$ cat config.mk
export PLATFORM = sky130hd
export DESIGN_NAME = uart_inst_receiver
export DESIGN_NICKNAME = d
export VERILOG_FILES = /design/src/rtl/uart_pkg.sv /design/src/rtl/uart_rx_byte.sv /design/src/rtl/uart_inst_receiver.sv
export SDC_FILE = /design/constraint.sdc
export NUM_CORES = 1
export LEC_CHECK = 0
export CORE_ASPECT_RATIO = 1.5
export CORE_MARGIN = 2
export CORE_UTILIZATION = 55
export DETAILED_ROUTE_END_ITERATION = 10
export PLACE_DENSITY = 0.77
export SETUP_SLACK_MARGIN = 0.15
export SLEW_MARGIN = 40
export SYNTH_ARGS = -nofsm -noshare
export SYNTH_HDL_FRONTEND = slang
export SYNTH_SLANG_ARGS = --single-unit
$ cat constraint.sdc
create_clock -name clk12 -period 3.4 [get_ports clk12]
set_input_delay 0.51 -clock clk12 [delete_from_list [all_inputs] [get_ports clk12]]
set_output_delay 0.51 -clock clk12 [all_outputs]
set_load 0.1 [all_outputs]
$ cat src/rtl/uart_pkg.sv
// Shared definitions for the UART instruction receiver: byte FSM states and
// framing constants.
package uart_pkg;
    typedef enum logic [1:0] {
        IDLE  = 2'd0,
        START = 2'd1,
        DATA  = 2'd2,
        STOP  = 2'd3
    } rx_state_t;

    localparam int DEFAULT_CLKS_PER_BIT = 104;
    localparam int BYTES_PER_WORD       = 4;
endpackage

$ cat src/rtl/uart_rx_byte.sv
// 8N1 byte receiver: synchronizes rx, recovers bytes and flags framing errors.
// The current FSM state is exported so the word assembler can gate its timeout.
module uart_rx_byte
    import uart_pkg::*;
#(
    parameter int CLKS_PER_BIT = DEFAULT_CLKS_PER_BIT
) (
    input  logic       clk12,
    input  logic       rst_n,
    input  logic       rx,
    output logic [7:0] byte_data,
    output logic       byte_valid,
    output logic       frame_err,
    output logic       stop_err,
    output logic       start_det,
    output rx_state_t  state
);
    localparam int CNT_W = $clog2(CLKS_PER_BIT);
    localparam logic [CNT_W-1:0] HALF_LOAD = CNT_W'(CLKS_PER_BIT / 2 - 1);
    localparam logic [CNT_W-1:0] FULL_LOAD = CNT_W'(CLKS_PER_BIT - 1);

    logic             rx_meta;
    logic             rx_s;
    logic             armed;
    logic [CNT_W-1:0] cnt;
    logic [2:0]       bit_idx;

    always_ff @(posedge clk12 or negedge rst_n) begin
        if (!rst_n) begin
            rx_meta <= 1'b1;
            rx_s    <= 1'b1;
        end else begin
            rx_meta <= rx;
            rx_s    <= rx_meta;
        end
    end

    // armed stays low after reset or a bad stop bit until the line is seen idle.
    assign start_det = (state == IDLE) && armed && !rx_s;

    always_ff @(posedge clk12 or negedge rst_n) begin
        if (!rst_n) begin
            state      <= IDLE;
            armed      <= 1'b0;
            cnt        <= '0;
            bit_idx    <= '0;
            byte_data  <= '0;
            byte_valid <= 1'b0;
            frame_err  <= 1'b0;
            stop_err   <= 1'b0;
        end else begin
            byte_valid <= 1'b0;
            frame_err  <= 1'b0;
            stop_err   <= 1'b0;
            case (state)
                IDLE: begin
                    if (!armed) begin
                        if (rx_s) armed <= 1'b1;
                    end else if (!rx_s) begin
                        state <= START;
                        cnt   <= HALF_LOAD;
                    end
                end
                START: begin
                    if (cnt == '0) begin
                        if (!rx_s) begin
                            state   <= DATA;
                            cnt     <= FULL_LOAD;
                            bit_idx <= '0;
                        end else begin
                            state     <= IDLE;
                            frame_err <= 1'b1;
                        end
                    end else begin
                        cnt <= cnt - CNT_W'(1);
                    end
                end
                DATA: begin
                    if (cnt == '0) begin
                        byte_data <= {rx_s, byte_data[7:1]};
                        cnt       <= FULL_LOAD;
                        if (bit_idx == 3'd7) state <= STOP;
                        else bit_idx <= bit_idx + 3'd1;
                    end else begin
                        cnt <= cnt - CNT_W'(1);
                    end
                end
                default: begin
                    if (cnt == '0) begin
                        state <= IDLE;
                        if (rx_s) begin
                            byte_valid <= 1'b1;
                        end else begin
                            frame_err <= 1'b1;
                            stop_err  <= 1'b1;
                            armed     <= 1'b0;
                        end
                    end else begin
                        cnt <= cnt - CNT_W'(1);
                    end
                end
            endcase
        end
    end
endmodule

$ cat src/rtl/uart_inst_receiver.sv
// Packs four little-endian UART bytes into a 32-bit instruction word and hands
// it downstream over valid/ready; discards stale partial words after a timeout.
module uart_inst_receiver
    import uart_pkg::*;
#(
    parameter int CLKS_PER_BIT = DEFAULT_CLKS_PER_BIT,
    parameter int TIMEOUT_BITS = 20
) (
    input  logic        clk12,
    input  logic        rst_n,
    input  logic        rx,
    output logic [31:0] inst_out,
    output logic        inst_valid,
    input  logic        inst_ready,
    output logic        frame_err,
    output logic        overrun
);
    localparam int TO_CYCLES = TIMEOUT_BITS * CLKS_PER_BIT;
    localparam int TO_W      = $clog2(TO_CYCLES);
    localparam logic [TO_W-1:0] TO_LAST  = TO_W'(TO_CYCLES - 1);
    localparam logic [1:0]      IDX_LAST = 2'(BYTES_PER_WORD - 1);

    logic [7:0]  byte_data;
    logic        byte_valid;
    logic        stop_err;
    logic        start_det;
    rx_state_t   rx_state;
    logic [1:0]  index;
    logic [23:0] partial;
    logic [TO_W-1:0] tcnt;

    uart_rx_byte #(.CLKS_PER_BIT(CLKS_PER_BIT)) u_rx_byte (
        .clk12      (clk12),
        .rst_n      (rst_n),
        .rx         (rx),
        .byte_data  (byte_data),
        .byte_valid (byte_valid),
        .frame_err  (frame_err),
        .stop_err   (stop_err),
        .start_det  (start_det),
        .state      (rx_state)
    );

    // Handshake: a word transfers on any rising edge where inst_valid and
    // inst_ready are both high; inst_out is held stable while inst_valid is high.
    always_ff @(posedge clk12 or negedge rst_n) begin
        if (!rst_n) begin
            inst_out   <= '0;
            inst_valid <= 1'b0;
            overrun    <= 1'b0;
            index      <= '0;
            partial    <= '0;
            tcnt       <= '0;
        end else begin
            overrun <= 1'b0;
            if (inst_valid && inst_ready) inst_valid <= 1'b0;

            // A start bit restarts the idle count, so it beats a same-cycle timeout.
            if (start_det || rx_state != IDLE || index == '0) begin
                tcnt <= '0;
            end else if (tcnt == TO_LAST) begin
                tcnt  <= '0;
                index <= '0;
            end else begin
                tcnt <= tcnt + TO_W'(1);
            end

            if (stop_err) begin
                index <= '0;
            end else if (byte_valid) begin
                if (index == IDX_LAST) begin
                    index <= '0;
                    if (inst_valid && !inst_ready) begin
                        overrun <= 1'b1;
                    end else begin
                        inst_out   <= {byte_data, partial};
                        inst_valid <= 1'b1;
                    end
                end else begin
                    index <= index + 2'd1;
                    case (index)
                        2'd0:    partial[7:0]   <= byte_data;
                        2'd1:    partial[15:8]  <= byte_data;
                        default: partial[23:16] <= byte_data;
                    endcase
                end
            end
        end
    end
endmodule

==> results of run 1 <==
==> layout make-up <==
class | count | share of cell area
inverter | 10 | 0.00755
clock buffer | 13 | 0.0544
timing repair buffer | 41 | 0.0453
tap | 102 | 0.0257
sequential | 98 | 0.494
clock inverter | 3 | 0.00932
multi-input combinational | 211 | 0.364
==> cells in the final DEF (no fill, tap or decap), types with 4 or more instances in the layout <==
cell,n
sky130_fd_sc_hd__mux2_4,8
sky130_fd_sc_hd__o21ai_0,5
sky130_fd_sc_hd__ha_1,13
sky130_fd_sc_hd__nand2b_1,4
sky130_fd_sc_hd__nand3_1,7
sky130_fd_sc_hd__nand2_1,12
sky130_fd_sc_hd__a21o_1,5
sky130_fd_sc_hd__xnor2_1,6
sky130_fd_sc_hd__xor2_1,4
sky130_fd_sc_hd__dfrtp_1,96
sky130_fd_sc_hd__nor2_1,19
sky130_fd_sc_hd__inv_1,10
sky130_fd_sc_hd__a22o_1,7
sky130_fd_sc_hd__mux2_2,56
sky130_fd_sc_hd__buf_4,4
sky130_fd_sc_hd__clkbuf_16,9
sky130_fd_sc_hd__nor3_1,7
sky130_fd_sc_hd__nor4_1,5
sky130_fd_sc_hd__a21oi_1,10
sky130_fd_sc_hd__buf_2,35
==> power by group through the flow <==
stage | clock, mW | sequential [mW] | combinational [mW]
after CTS | 1.07 | 1.31 | 0.739
after detailed placement | 0 | 1.34 | 0.731
after global placement | 0 | 1.33 | 0.715
after global routing | 1.12 | 1.33 | 0.824
final | 1.05 | 1.32 | 0.740
after floorplan | 0 | 1.32 | 0.599
==> worst reg2reg max path: stages, from the launching register on <==
cell	delay (ns)
sky130_fd_sc_hd__dfrtp_1	0.42
sky130_fd_sc_hd__inv_1	0.11
sky130_fd_sc_hd__ha_1	0.20
sky130_fd_sc_hd__nor3b_1	0.46
sky130_fd_sc_hd__a32oi_1	0.32
sky130_fd_sc_hd__and3_1	0.25
sky130_fd_sc_hd__a211o_2	0.25
==> flip-flops by register name, summed over array words and instances (netlist names) <==
register	cells
partial	24
u_rx_byte.byte_valid	1
u_rx_byte.rx_meta	1
tcnt	12
u_rx_byte.armed	1
overrun	1
u_rx_byte.byte_data	8
u_rx_byte.rx_s	1
index	2
u_rx_byte.frame_err	1
u_rx_byte.cnt	7
u_rx_byte.state	2
u_rx_byte.bit_idx	3
u_rx_byte.stop_err	1
inst_valid	1
inst_out	32
==> cell usage after synthesis (all sizes together) (3+ instances only) <==
library cell | number | area share
xor2 | 4 | 0.0080
o41ai | 3 | 0.0060
nand2b | 4 | 0.0057
o21ai | 5 | 0.0057
inv | 10 | 0.0086
nor2 | 20 | 0.019
xnor2 | 6 | 0.012
nor3b | 3 | 0.0075
nand2 | 13 | 0.013
and3 | 3 | 0.0043
clkbuf | 3 | 0.0026
or3 | 3 | 0.0043
ha | 13 | 0.037
nor4b | 3 | 0.0095
buf | 9 | 0.012
a21oi | 10 | 0.011
dfrtp | 96 | 0.55
nand3 | 7 | 0.0080
nor3 | 8 | 0.012
a31oi | 3 | 0.0043
nor4 | 5 | 0.0072
a22o | 7 | 0.014
a21o | 5 | 0.0086
mux2 | 66 | 0.18
==> metrics by stage <==
step / area (um^2) / cells / util / hold slack, ns
3_5_place_dp: 4650 / 462 / 0.607 / 0.348
6_report: 4970 / 478 / 0.649 / 0.186
3_3_place_gp: 4830 / 462 / 0.630 / 0.345
5_1_grt: 4970 / 478 / 0.649 / 0.240
2_1_floorplan: 4360 / 331 / - / 0.214
4_1_cts: 4970 / 478 / 0.649 / 0.201
==> cells by family after synthesis <==
kind of cell    share of synthesized area
fa+ha+maj                          0.0373
xor+xnor                           0.0201
simple gates                        0.105
buf+inv                            0.0229
mux                                 0.177
compound gates                     0.0749
flops                               0.563
==> path summary, 6_finish.rpt <==
kind / start / slack [ns] / cells after the start / endpoint
setup / recovery: u_rx_byte.cnt[0] / 1.28 / 6 / u_rx_byte.cnt[3]
hold / removal: rst_n / 0.19 / 1 / inst_out[17]
setup reg to reg: u_rx_byte.cnt[0] / 1.28 / 6 / u_rx_byte.cnt[3]
hold reg to reg: u_rx_byte.rx_meta / 0.36 / 0 / u_rx_byte.rx_s
max in group asynchronous: rst_n / 2.39 / 2 / u_rx_byte.rx_s
min in group clk12: u_rx_byte.rx_meta / 0.36 / 0 / u_rx_byte.rx_s
==> layer usage <==
metal | wire length [um] | vias up | GRT usage
met5 | 0 | - | 0
met4 | 158 | 0 | 0.102
met3 | 211 | 13 | 0.0215
met2 | 4240 | 44 | 0.356
met1 | 3090 | 1399 | 0.224
li1 | - | 1276 | -
==> PnR_summary.wiki, run 1 <==
{| class="wikitable"
! Metric !! Value
|-
| Clock tree buffer depth || 2
|-
| Crit path kind || reg -> reg
|-
| Family with the most delay on the worst path || simple AND/OR/NAND/NOR gates
|-
| Fraction of final layout cells sized beyond drive strength 1 || 0.348
|-
| Total area of multi-input combinational cells || 1810 um^2
|-
| Slew of the pin with the lowest slew margin || 0.723 ns
|-
| Initial drt markers || 99
|-
| Hold/Removal Path Class || in -> async
|-
| Net count after synthesis || 348
|-
| Total grt overflow || 0
|-
| Total design power || 3.10 mW
|-
| DR vias/cell || about 5.7
|-
| Post-synthesis sequential area ratio || 0.563
|-
| Prevailing post-synth register cell || sky130_fd_sc_hd__dfrtp_1
|-
| CP peak stage delay || 0.46 ns
|-
| Share of power burned in combinational logic || 0.239
|-
| Area growth, synth to finish || 13.9%
|-
| Worst clock skew on the final layout || 0.00732 ns
|-
| Antenna violations before repair || 0
|-
| First-pass GRT wire length || 13200 um
|-
| Starting Density || 0.569
|-
| Buffers & Inverters on Critical Path || 1
|-
| Synth Warn # || 0
|-
| Power share of the clock group || 0.337
|-
| Maximum number of pins on one net before global-route repair || 52
|-
| Fraction of power spent switching nets || 0.305
|-
| Pre-CTS worst setup slack || 1.24 ns
|-
| Final Hold Vio Count || 0
|-
| CTS tree || yes
|-
| DP HPWL || 5360 um
|-
| Mean Syn Cell Area || around 13 um^2
|-
| Detailed-route via count || 2732
|-
| Crit path max-delay cell type || sky130_fd_sc_hd__nor3b_1
|-
| Final routed DRC violation total || 0
|-
| Vias in the first global route || 2747
|-
| Standard cell core area || approximately 7700 um^2
|-
| Port buffer count || 38
|-
| Final critical-path share of the clock period || 0.624
|-
| Count of cells resized by post-cts repair || 0
|-
| Number of nets with antenna violations after routing || 0
|-
| Number of cells produced by synthesis || 331
|-
| Pins over their slew limit || 0
|-
| Total inserted antenna cells || 0
|-
| Boundary pin count || 39
|-
| Cts-stage hold buffer count || 0
|-
| TritonCTS Buffers || 9
|-
| Number of sinks on the clock net || 98
|-
| Site Rows || 39
|-
| Number of enable flip-flop cells after synthesis || 0
|-
| Arr. time, crit path || approximately 2.4 ns
|-
| Synth unique cells || 48
|-
| Final critical delay including setup and external delays || ~2.1 ns
|-
| Count of final setup violators || 0
|-
| Routability cong. || between 0.8 and 0.9
|-
| Fin Setup TNS || 0 ns
|-
| Per-cell routed wire length || 16.1 um
|-
| Unrepaired setup endpoints after global routing || no
|-
| Launching element type of the critical path || flop
|-
| Crit Path Max Fanout || 5
|-
| Clock slew seen by the registers of the worst setup and hold paths || 0.06 ns
|-
| Syn Std Cell Area || 4360 um^2
|-
| FILL cells || 618
|-
| Async SR Flop Fraction || 1.00
|-
| #FFs+latches synth || 98
|-
| Critical-path cell list || inv_1, ha_1, nor3b_1, a32oi_1, and3_1, a211o_2
|-
| Worst slew margin || 0.516
|-
| Die area || 8670 um^2
|-
| Power per Cell Area || 624 nW/um^2
|-
| Root buf cell || sky130_fd_sc_hd__clkbuf_16
|-
| CTS H-Tree Depth || 3
|-
| Internal power || 2.16 mW
|-
| Insertion delay of the later-clocked pin in the worst-skew pair || 0.34 ns
|-
| Total area of sequential cells || 2450 um^2
|-
| Worst Path Required || 3.63 ns
|-
| Leakage power total || approximately 2.5 nW
|-
| Total routing resource utilization after global routing || 0.195
|-
| Sequential group share of total power || 0.424
|-
| Status || complete, no violations
|-
| Peak VDD IR || about 0.57 mV
|-
| Switching pwr || 0.944 mW
|-
| Final net count || 388
|-
| Vert. Die Dim || 113 um
|-
| Wirelength, routed || 7690 um
|-
| DIE WIDTH || between 70 and 80 um
|-
| Max Clk Rate || ~470 MHz
|-
| Detailed-router iteration count before antenna repair || 4
|-
| Number of maximum-capacitance constraint violations || 0
|-
| Setup slack of the critical path after layout || 1.28 ns
|-
| Number of setup buffers added after CTS || 0
|-
| Type of destination of the critical path || flop
|}
Note: power is estimated with default switching activity, not from simulation.
==> inputs of run 2 (changes only) <==
==> constraint.sdc (replaced) <==
create_clock -name clk12 -period 2.1 [get_ports clk12]
set_input_delay 0.315 -clock clk12 [delete_from_list [all_inputs] [get_ports clk12]]
set_output_delay 0.315 -clock clk12 [all_outputs]
set_load 0.1 [all_outputs]
==> PnR_summary.wiki, run 2 (same netlist as run 1, synthesis figures left out) <==
{| class="wikitable"
! Metric !! Value
|-
| DP HPWL || 5560 um (was 5360 um)
|-
| Fraction of power spent switching nets || 0.302 (was 0.305)
|-
| Die area || 8670 um^2 (unchanged)
|-
| Critical-path cell list || inv_2, ha_2, or3b_4, nor2_4, nand2_4, mux2_4 (was inv_1, ha_1, nor3b_1, a32oi_1, and3_1, a211o_2)
|-
| Count of final setup violators || 0 (unchanged)
|-
| Clock slew seen by the registers of the worst setup and hold paths || 0.07 ns (was 0.06 ns)
|-
| Arr. time, crit path || 2.14 ns (was 2.35 ns)
|-
| Switching pwr || 1.63 mW (was 0.944 mW)
|-
| FILL cells || 580 (was 618)
|-
| Routability cong. || 0.847 (was 0.852)
|-
| Vert. Die Dim || 113 um (unchanged)
|-
| Share of power burned in combinational logic || 0.263 (was 0.239)
|-
| Crit path max-delay cell type || sky130_fd_sc_hd__or3b_4 (was sky130_fd_sc_hd__nor3b_1)
|-
| Total routing resource utilization after global routing || 0.202 (was 0.195)
|-
| Total area of sequential cells || 2460 um^2 (was 2450 um^2)
|-
| Maximum number of pins on one net before global-route repair || 54 (was 52)
|-
| Antenna violations before repair || 0 (unchanged)
|-
| CTS tree || yes (unchanged)
|-
| Port buffer count || 38 (unchanged)
|-
| Commonest cells after routing, fill and taps aside || sky130_fd_sc_hd__dfrtp_1 (94), sky130_fd_sc_hd__mux2_2 (56), sky130_fd_sc_hd__buf_4 (49) (was sky130_fd_sc_hd__dfrtp_1 (96), sky130_fd_sc_hd__mux2_2 (56), sky130_fd_sc_hd__buf_2 (35))
|-
| Final net count || 401 (was 388)
|-
| Sequential group share of total power || 0.398 (was 0.424)
|-
| Total inserted antenna cells || 0 (unchanged)
|-
| Crit path kind || reg -> reg (unchanged)
|-
| Pre-CTS worst setup slack || 0.0767 ns (was 1.24 ns)
|-
| Wirelength, routed || 8090 um (was 7690 um)
|-
| DR vias/cell || 5.64 (was 5.72)
|-
| Setup slack of the critical path after layout || 0.193 ns (was 1.28 ns)
|-
| Detailed-router iteration count before antenna repair || 4 (unchanged)
|-
| Type of destination of the critical path || flop (unchanged)
|-
| Number of nets with antenna violations after routing || 0 (unchanged)
|-
| Unrepaired setup endpoints after global routing || yes (was no)
|-
| Vias in the first global route || 2930 (was 2747)
|-
| Leakage power total || 2.59 nW (was 2.51 nW)
|-
| Total area of multi-input combinational cells || 1840 um^2 (was 1810 um^2)
|-
| Hold/Removal Path Class || reg -> reg (was in -> async)
|-
| Critical path origin || u_rx_byte.cnt[0] (unchanged)
|-
| Max Clk Rate || 524 MHz (was 471 MHz)
|-
| Number of maximum-capacitance constraint violations || 0 (unchanged)
|-
| Reg with most FFs || inst_out (unchanged)
|-
| Worst slew margin || 0.711 (was 0.516)
|-
| Insertion delay of the later-clocked pin in the worst-skew pair || 0.34 ns (about the same)
|-
| Worst clock skew on the final layout || 0.00591 ns (was 0.00732 ns)
|-
| Status || complete, no violations (unchanged)
|-
| Worst hold path cell count || 0
|-
| Power share of the clock group || 0.338 (was 0.337)
|-
| Standard cell core area || 7660 um^2 (unchanged)
|-
| Pins over their slew limit || 0 (unchanged)
|-
| Power per Cell Area || 1030 nW/um^2 (was 624 nW/um^2)
|-
| Initial drt markers || 87 (was 99)
|-
| Root buf cell || sky130_fd_sc_hd__clkbuf_16 (unchanged)
|-
| Critical R2R Launch || u_rx_byte.cnt[0] (unchanged)
|-
| Final Hold Vio Count || 0 (unchanged)
|-
| Starting Density || 0.569 (unchanged)
|-
| Internal power || 3.76 mW (was 2.16 mW)
|-
| Clock tree buffer depth || 2 (unchanged)
|-
| Max FFs per register || 32 (unchanged)
|-
| TritonCTS Buffers || 9 (unchanged)
|-
| CP peak stage delay || 0.45 ns (was 0.46 ns)
|-
| Final critical-path share of the clock period || 0.908 (was 0.624)
|-
| Area growth, synth to finish || 20.1% (was 13.9%)
|-
| Crit Path Max Fanout || 8 (was 5)
|-
| Worst R2R End || u_rx_byte.byte_data[7] (was u_rx_byte.cnt[3])
|-
| Number of sinks on the clock net || 98 (unchanged)
|-
| First-pass GRT wire length || 13700 um (was 13200 um)
|-
| CTS H-Tree Depth || 3 (unchanged)
|-
| Leading cell type in the layout, fill and taps excluded || sky130_fd_sc_hd__dfrtp_1 (unchanged)
|-
| Register-to-register setup slack || 0.19 ns (was 1.28 ns)
|-
| Per-cell routed wire length || 16.5 um (was 16.1 um)
|-
| Total design power || 5.39 mW (was 3.10 mW)
|-
| Boundary pin count || 39 (unchanged)
|-
| Total grt overflow || 0 (unchanged)
|-
| Final critical delay including setup and external delays || 1.91 ns (was 2.12 ns)
|-
| Fraction of final layout cells sized beyond drive strength 1 || 0.401 (was 0.348)
|-
| Fin Setup TNS || 0 ns (unchanged)
|-
| R2R depth || 6 (unchanged)
|-
| Peak VDD IR || 0.845 mV (was 0.567 mV)
|-
| Detailed-route via count || 2771 (was 2732)
|-
| Worst Path Required || 2.33 ns (was 3.63 ns)
|-
| Final routed DRC violation total || 0 (unchanged)
|-
| Site Rows || 39 (unchanged)
|-
| Launching element type of the critical path || flop (unchanged)
|-
| Slew of the pin with the lowest slew margin || 0.434 ns (was 0.723 ns)
|-
| Critical Path End || u_rx_byte.byte_data[7] (was u_rx_byte.cnt[3])
|-
| DIE WIDTH || 76.7 um (unchanged)
|-
| Regs by FF count || inst_out: 32 flops, partial: 24 flops, tcnt: 12 flops (unchanged)
|}
-- run 2: power by group through the flow --
stage                     sequential [mW]  clock, mW  combinational [mW]
after floorplan                      2.13          0               0.970
after global placement               2.16          0                1.24
after detailed placement             2.16          0                1.28
after CTS                            2.13       1.86                1.31
after global routing                 2.16       1.93                1.57
final                                2.15       1.82                1.42
-- run 2: per-stage QoR --
step | utilization | instances | hold WS [ns] | instance area (um^2)
2_1_floorplan | - | 331 | 0.0194 | 4360
3_3_place_gp | 0.630 | 470 | 0.208 | 4830
3_5_place_dp | 0.630 | 470 | 0.205 | 4830
4_1_cts | 0.676 | 487 | 0.358 | 5180
5_1_grt | 0.684 | 491 | 0.360 | 5240
6_report | 0.684 | 491 | 0.356 | 5240
-- run 2: worst min-delay path by stage --
stage	start	endpoint	slack, ns
after floorplan	rst_n	index[0]	0.02
after global placement	rst_n	partial[17]	0.21
after detailed placement	rst_n	partial[21]	0.20
after CTS	u_rx_byte.rx_meta	u_rx_byte.rx_s	0.36
after global routing	u_rx_byte.rx_meta	u_rx_byte.rx_s	0.36
final	u_rx_byte.rx_meta	u_rx_byte.rx_s	0.36
-- run 2: layer usage --
| metal | wire length, um | global-route usage | vias up |
|---|---|---|---|
| li1 | - | - | 1301 |
| met1 | 3220 | 0.224 | 1391 |
| met2 | 4410 | 0.371 | 59 |
| met3 | 252 | 0.0367 | 20 |
| met4 | 198 | 0.0945 | 0 |
| met5 | 0 | 0 | - |
-- run 2: worst max-delay path: cells and delay by family (launching register included) --
family | cells | cell delay, ns
multiplexers | 1 | 0.33
adder cells (fa/ha/maj) | 1 | 0.19
AND/OR/NAND/NOR | 3 | 0.73
buffers and inverters | 1 | 0.10
flip-flops | 1 | 0.43
-- run 2: repair_timing --
action | in CTS | in global routing
hold buffers | 1 | 0
endpoints found under the hold margin | 17 | 0
setup buffers | 0 | 4
setup endpoints to repair | 14 | 28
pin swaps | 0 | 1
resized for setup | 1 | 12
-- run 2: cell type report --
cell class | instances | share of cell area
Timing Repair Buffer | 54 | 0.0836
Sequential cell | 98 | 0.469
Clock inverter | 3 | 0.0131
Inverter | 10 | 0.00717
Multi-Input combinational cell | 211 | 0.351
Tap cell | 102 | 0.0244
Clock buffer | 13 | 0.0516
